--- config.mk ---
export PLATFORM = sky130hd
export DESIGN_NAME = load_store_unit
export DESIGN_NICKNAME = d
export VERILOG_FILES = /design/src/rtl/load_store_unit.sv
export SDC_FILE = /design/constraint.sdc
export NUM_CORES = 1
export LEC_CHECK = 0
export BUFFER_PORTS_ARGS = -buffer_cell sky130_fd_sc_hd__buf_2
export CORE_ASPECT_RATIO = 0.6
export CORE_MARGIN = 2
export CORE_UTILIZATION = 50
export DETAILED_ROUTE_END_ITERATION = 12
export PLACE_DENSITY = 0.82
export SETUP_SLACK_MARGIN = 0.3
export SLEW_MARGIN = 20
export SYNTH_ARGS = -nofsm -noshare
export SYNTH_HDL_FRONTEND = slang
export SYNTH_SLANG_ARGS = --single-unit
--- constraint.sdc ---
create_clock -name sysclk -period 4.2 [get_ports sysclk]
set_clock_uncertainty 0.2 [all_clocks]
set_input_delay 0.84 -clock sysclk [delete_from_list [all_inputs] [get_ports sysclk]]
set_output_delay 0.84 -clock sysclk [all_outputs]
set_load 0.01 [all_outputs]
--- src/rtl/load_store_unit.sv ---
// Load/store unit: RV32I byte/half/word accesses over a word-only data memory.
// Build with MISALIGN_TRAP_EN defined to reject misaligned accesses instead of aligning them.
module load_store_unit #(
    parameter int MEM_ADDR_W = 8
) (
    input  logic                  sysclk,
    input  logic                  rst_n,
    input  logic                  req_valid,
    output logic                  req_ready,
    input  logic                  req_we,
    input  logic [2:0]            req_funct3,
    input  logic [31:0]           req_addr,
    input  logic [31:0]           req_wdata,
    output logic                  resp_valid,
    input  logic                  resp_ready,
    output logic [31:0]           resp_data,
    output logic                  resp_err,
    output logic [MEM_ADDR_W-1:0] mem_addr,
    output logic                  mem_re,
    output logic                  mem_we,
    output logic [31:0]           mem_wdata,
    input  logic [31:0]           mem_rdata,
    output logic                  busy
);

    typedef enum logic [1:0] {IDLE, READ, WRITE, RESP} state_t;

    state_t                  state;
    logic [1:0]              off_q;
    logic [2:0]              funct3_q;
    logic                    we_q;
    logic [31:0]             wdata_q;

    logic                    illegal;
    logic                    misaligned;
    logic                    reject;
    logic [MEM_ADDR_W-1:0]   eff_addr;
    logic                    unused_addr_bits;

    assign unused_addr_bits = ^req_addr[31:MEM_ADDR_W];

    function automatic logic [31:0] extract_load(input logic [31:0] word,
                                                 input logic [2:0]  f3,
                                                 input logic [1:0]  off);
        logic [7:0]  b;
        logic [15:0] h;
        case (off)
            2'd0:    b = word[7:0];
            2'd1:    b = word[15:8];
            2'd2:    b = word[23:16];
            default: b = word[31:24];
        endcase
        h = off[1] ? word[31:16] : word[15:0];
        case (f3)
            3'b000:  extract_load = {{24{b[7]}}, b};
            3'b001:  extract_load = {{16{h[15]}}, h};
            3'b100:  extract_load = {24'h0, b};
            3'b101:  extract_load = {16'h0, h};
            default: extract_load = word;
        endcase
    endfunction

    function automatic logic [31:0] merge_store(input logic [31:0] word,
                                                input logic [31:0] wdata,
                                                input logic [1:0]  size,
                                                input logic [1:0]  off);
        merge_store = word;
        case (size)
            2'b00: begin
                case (off)
                    2'd0:    merge_store[7:0]   = wdata[7:0];
                    2'd1:    merge_store[15:8]  = wdata[7:0];
                    2'd2:    merge_store[23:16] = wdata[7:0];
                    default: merge_store[31:24] = wdata[7:0];
                endcase
            end
            2'b01: begin
                if (off[1])
                    merge_store[31:16] = wdata[15:0];
                else
                    merge_store[15:0]  = wdata[15:0];
            end
            default: merge_store = wdata;
        endcase
    endfunction

    // Stores only exist for byte/half/word; the unsigned encodings are load-only.
    always_comb begin
        illegal = 1'b1;
        case (req_funct3)
            3'b000, 3'b001, 3'b010: illegal = 1'b0;
            3'b100, 3'b101:         illegal = req_we;
            default:                illegal = 1'b1;
        endcase
    end

`ifdef MISALIGN_TRAP_EN
    assign misaligned = ((req_funct3[1:0] == 2'b01) && req_addr[0]) ||
                        ((req_funct3[1:0] == 2'b10) && (req_addr[1:0] != 2'b00));
    assign eff_addr   = req_addr[MEM_ADDR_W-1:0];
`else
    assign misaligned = 1'b0;

    always_comb begin
        eff_addr = req_addr[MEM_ADDR_W-1:0];
        if (req_funct3[1:0] == 2'b01)
            eff_addr[0] = 1'b0;
        else if (req_funct3[1:0] == 2'b10)
            eff_addr[1:0] = 2'b00;
    end
`endif

    assign reject = illegal | misaligned;

    // Every output is a register so mem_we drops the instant rst_n falls,
    // cancelling a write the memory has not yet taken on the falling edge.
    always_ff @(posedge sysclk or negedge rst_n) begin
        if (!rst_n) begin
            state      <= IDLE;
            req_ready  <= 1'b1;
            busy       <= 1'b0;
            resp_valid <= 1'b0;
            resp_data  <= 32'h0;
            resp_err   <= 1'b0;
            mem_re     <= 1'b0;
            mem_we     <= 1'b0;
            mem_addr   <= '0;
            mem_wdata  <= 32'h0;
            off_q      <= 2'b00;
            funct3_q   <= 3'b000;
            we_q       <= 1'b0;
            wdata_q    <= 32'h0;
        end else begin
            case (state)
                IDLE: begin
                    if (req_valid) begin
                        off_q     <= eff_addr[1:0];
                        funct3_q  <= req_funct3;
                        we_q      <= req_we;
                        wdata_q   <= req_wdata;
                        req_ready <= 1'b0;
                        busy      <= 1'b1;
                        if (reject) begin
                            state      <= RESP;
                            resp_valid <= 1'b1;
                            resp_err   <= 1'b1;
                            resp_data  <= 32'h0;
                        end else if (req_we && (req_funct3 == 3'b010)) begin
                            state     <= WRITE;
                            mem_addr  <= {eff_addr[MEM_ADDR_W-1:2], 2'b00};
                            mem_we    <= 1'b1;
                            mem_wdata <= req_wdata;
                        end else begin
                            state    <= READ;
                            mem_addr <= {eff_addr[MEM_ADDR_W-1:2], 2'b00};
                            mem_re   <= 1'b1;
                        end
                    end
                end
                READ: begin
                    mem_re <= 1'b0;
                    if (we_q) begin
                        state     <= WRITE;
                        mem_we    <= 1'b1;
                        mem_wdata <= merge_store(mem_rdata, wdata_q, funct3_q[1:0], off_q);
                    end else begin
                        state      <= RESP;
                        resp_valid <= 1'b1;
                        resp_err   <= 1'b0;
                        resp_data  <= extract_load(mem_rdata, funct3_q, off_q);
                    end
                end
                WRITE: begin
                    mem_we     <= 1'b0;
                    state      <= RESP;
                    resp_valid <= 1'b1;
                    resp_err   <= 1'b0;
                    resp_data  <= 32'h0;
                end
                RESP: begin
                    if (resp_ready) begin
                        state      <= IDLE;
                        resp_valid <= 1'b0;
                        resp_data  <= 32'h0;
                        resp_err   <= 1'b0;
                        req_ready  <= 1'b1;
                        busy       <= 1'b0;
                    end
                end
                default: state <= IDLE;
            endcase
        end
    end

endmodule
==> impl_metrics.json <==
{
  "outcome": "complete, no violations",
  "p_sw_share_pct": 41.2,
  "fin_area_um2": 7500,
  "crit_end": "resp_err$_DFFE_PN0P_",
  "finalPower_mw": 6.39,
  "clock_latency_ns": 0.41,
  "crit_start": "state[0]$_DFFE_PN0P_",
  "antenna_found_initial": 2,
  "core_um2": 11500,
  "cp_max_fo": 29,
  "synth-xor-area-share_pct": 0,
  "htree_levels": 4,
  "syn_area_um2": 6020,
  "place_ws_ns": 1.14,
  "path_clk_slew_ns": 0.05,
  "synth_async_sr_flop_share_pct": 100,
  "synthTopCellsByArea": "dfrtp_1 48%, mux2_2 8.2%, o21ai_0 5.9%",
  "synthMuxAreaShare_pct": 11.8,
  "drt_iter0_drc": 687,
  "irDropWorstVdd_uv": 513,
  "power_leakage_nw": 3.49,
  "clock_path_buffers": 2,
  "synth-main-ff-cell": "dfrtp_1",
  "rsz0062_at_grt": "no",
  "r2r_slack_ns": 1.28,
  "syn2layout_area_growth_pct": 24.6,
  "synthSimpleGateAreaFrac_pct": 13.2,
  "timing.hold.ws_ns": 0.189,
  "netlist_top_cells_count": "115 x dfrtp_1, 71 x o21ai_0, 58 x nand2_1",
  "maxCapViolations": 0,
  "tightest_slew_ns": 1.10,
  "synth_edf_count": 0,
  "yosysMostFrequentCell": "dfrtp_1",
  "die-area_um2": 13000,
  "cts_resized": 0,
  "post-route-util_pct": 65.1,
  "postCtsSetupBuffers": 0,
  "hold_buffers": 0,
  "synth-compound-area-share_pct": 21.4,
  "dp.cells": 873,
  "port_buffers": 155,
  "hold_violations": 0,
  "wirelength_um": 19400,
  "vias": 5632,
  "reg2reg_from": "state[0]$_DFFE_PN0P_",
  "synthDominantCellAreaShare_pct": 47.8,
  "min_path_type": "in2async",
  "initial_utilization_pct": 52.2,
  "track_usage_pct": 30.5,
  "seq_area_frac_synth_pct": 48.3,
  "synth_top_family_by_area": "compound AO/OA/AOI/OAI gates",
  "globalRouteOverflowTotal": 0,
  "worstSetupPathType": "reg2reg",
  "drive_gt1_share_pct": 35.0,
  "power.density_nw_per_um2": 852,
  "p_int_mw": 3.76,
  "ios": 182,
  "cts_sinks": 116,
  "reg2reg_depth": 5,
  "power_frac_comb_pct": 43.3,
  "cp_data_arrival_time_ns": 3.02,
  "final_cells": 906,
  "clock.fmax_mhz": 342,
  "yosys_warnings": 0,
  "die_h_um": 89.0,
  "grt_start_max_net_pins": 62,
  "critPathCaptureType": "flop",
  "wl_per_cell_um": 21.4,
  "remaining_drc_errors": 0,
  "syn_inst": 596,
  "dp_hpwl_um": 13400,
  "finalCriticalPeriod_ns": 2.92,
  "cts_buffers": 17,
  "clkPwrFrac_pct": 22.7,
  "synth_cell_type_count": 50,
  "ys_seq_elements": 116,
  "gp_congestion": 0.919,
  "slew_viol_final": 0,
  "p_switching_mw": 2.63,
  "postRouteAntennaNets": 0,
  "cts_tree": "yes",
  "dr.pass1.iters": 7,
  "grt_pass1_vias": 5389,
  "setup_viol": 0,
  "grt_pass1_wl_um": 30000,
  "fin_nets": 840,
  "startpoint_type": "flop",
  "place_area_um2": 6890,
  "avgSynthCellArea_um2": 10.1,
  "synthAdderAreaFrac_pct": 0.832,
  "finalCritPeriodShare_pct": 69.6,
  "dieWidth_um": 146,
  "fin_ws_ns": 1.28,
  "rows": 30,
  "vias_per_cell": 6.22,
  "relSlewSlack_pct": 26.7,
  "r2r-end": "resp_err$_DFFE_PN0P_",
  "yosysTopAreaCell": "dfrtp_1",
  "tns_ns": 0,
  "pwr-share-seq_pct": 34.0,
  "cts-root-buf": "clkbuf_16",
  "required_ns": 4.30
}
-- routing by layer --
metal  share of wire (%)  up-vias  global-route usage, %
li1                    -     2476                      -
met1                  43     2749                   43.9
met2                  42      372                   44.2
met3                  13       33                   10.1
met4                 1.6        2                   9.54
met5               0.057        -                      0
-- power groups by stage --
stage / combinational (mW) / sequential, mW / clock (mW)
after CTS: 2.73 / 2.14 / 1.46
final: 2.76 / 2.17 / 1.45
after detailed placement: 2.69 / 2.15 / 0
after floorplan: 1.76 / 2.10 / 0
after global routing: 3.02 / 2.22 / 1.51
after global placement: 2.61 / 2.11 / 0
-- worst min path at each step --
stage / from / end / slack, ns / cells past startpoint
5_1_grt: rst_n / resp_data[31]$_DFFE_PN0P_ / 0.23 / 1
6_report: rst_n / resp_data[25]$_DFFE_PN0P_ / 0.19 / 1
2_1_floorplan: wdata_q[22]$_DFFE_PN0P_ / wdata_q[22]$_DFFE_PN0P_ / 0.27 / 1
3_5_place_dp: mem_wdata[28]$_DFFE_PN0P_ / mem_wdata[28]$_DFFE_PN0P_ / 0.27 / 2
3_3_place_gp: mem_wdata[28]$_DFFE_PN0P_ / mem_wdata[28]$_DFFE_PN0P_ / 0.27 / 2
4_1_cts: rst_n / resp_data[21]$_DFFE_PN0P_ / 0.19 / 1
-- cell type report --
type	instances	area, um^2
Timing Repair Buffer	165	873
Multi-Input combinational cell	417	2860
Tap cell	160	200
Clock inverter	9	100
Sequential cell	116	2910
Clock buffer	23	498
Antenna cell	1	2.50
Fill cell	883	4030
Inverter	15	56.3
-- cells by family (layout without fill, tap and decap cells) --
family | after synthesis | in the layout
compound gates | 187 | 187
fa+ha+maj | 4 | 4
buf+inv | 64 | 212
flops | 116 | 116
mux | 63 | 63
other cells | 1 | 3
simple gates | 161 | 161
-- registers in the layout, indices dropped and copies added, names as in the netlist --
name and cells:
mem_wdata 32, resp_data 32, wdata_q 32, mem_addr 6
funct3_q 3, off_q 2, state 2, busy 1
mem_re 1, mem_we 1, req_ready 1, resp_err 1
resp_valid 1, we_q 1
-- critical path: stages (launching register included) --
cell	delay (ns)
dfrtp_1	0.41
inv_1	0.10
ha_1	0.48
o21a_1	0.35
a211o_1	0.85
mux2_2	0.42
-- cell usage in the layout, fill, tap and decap left out, types with 2 or more instances in the layout --
cell | Yosys | layout
a21oi_1 | 28 | 28
a221o_1 | 16 | 16
a221oi_1 | 9 | 9
a22o_1 | 2 | 2
a31o_2 | 8 | 8
a32o_1 | 13 | 13
a32oi_1 | 8 | 8
and2_1 | 16 | 16
and3_1 | 9 | 9
buf_2 | 3 | 154
buf_4 | 3 | 10
bufinv_16 | 0 | 2
clkbuf_16 | 0 | 17
clkbuf_8 | 0 | 5
clkinv_1 | 2 | 2
clkinv_2 | 0 | 5
clkinvlp_4 | 0 | 2
conb_1 | 1 | 2
dfrtp_1 | 115 | 114
ha_1 | 4 | 4
inv_1 | 13 | 13
mux2_2 | 44 | 44
mux2_4 | 2 | 2
mux2i_1 | 16 | 16
nand2_1 | 58 | 58
nand2b_1 | 15 | 15
nand3_1 | 18 | 18
nor2_1 | 25 | 25
nor2b_1 | 3 | 2
nor3_1 | 4 | 4
o211ai_1 | 8 | 8
o21a_1 | 2 | 2
o21ai_0 | 71 | 71
o21bai_1 | 2 | 2
o221ai_1 | 8 | 8
o32ai_1 | 5 | 5
or2_2 | 3 | 3
or3_1 | 5 | 5
(Power assumes the default switching activity.)
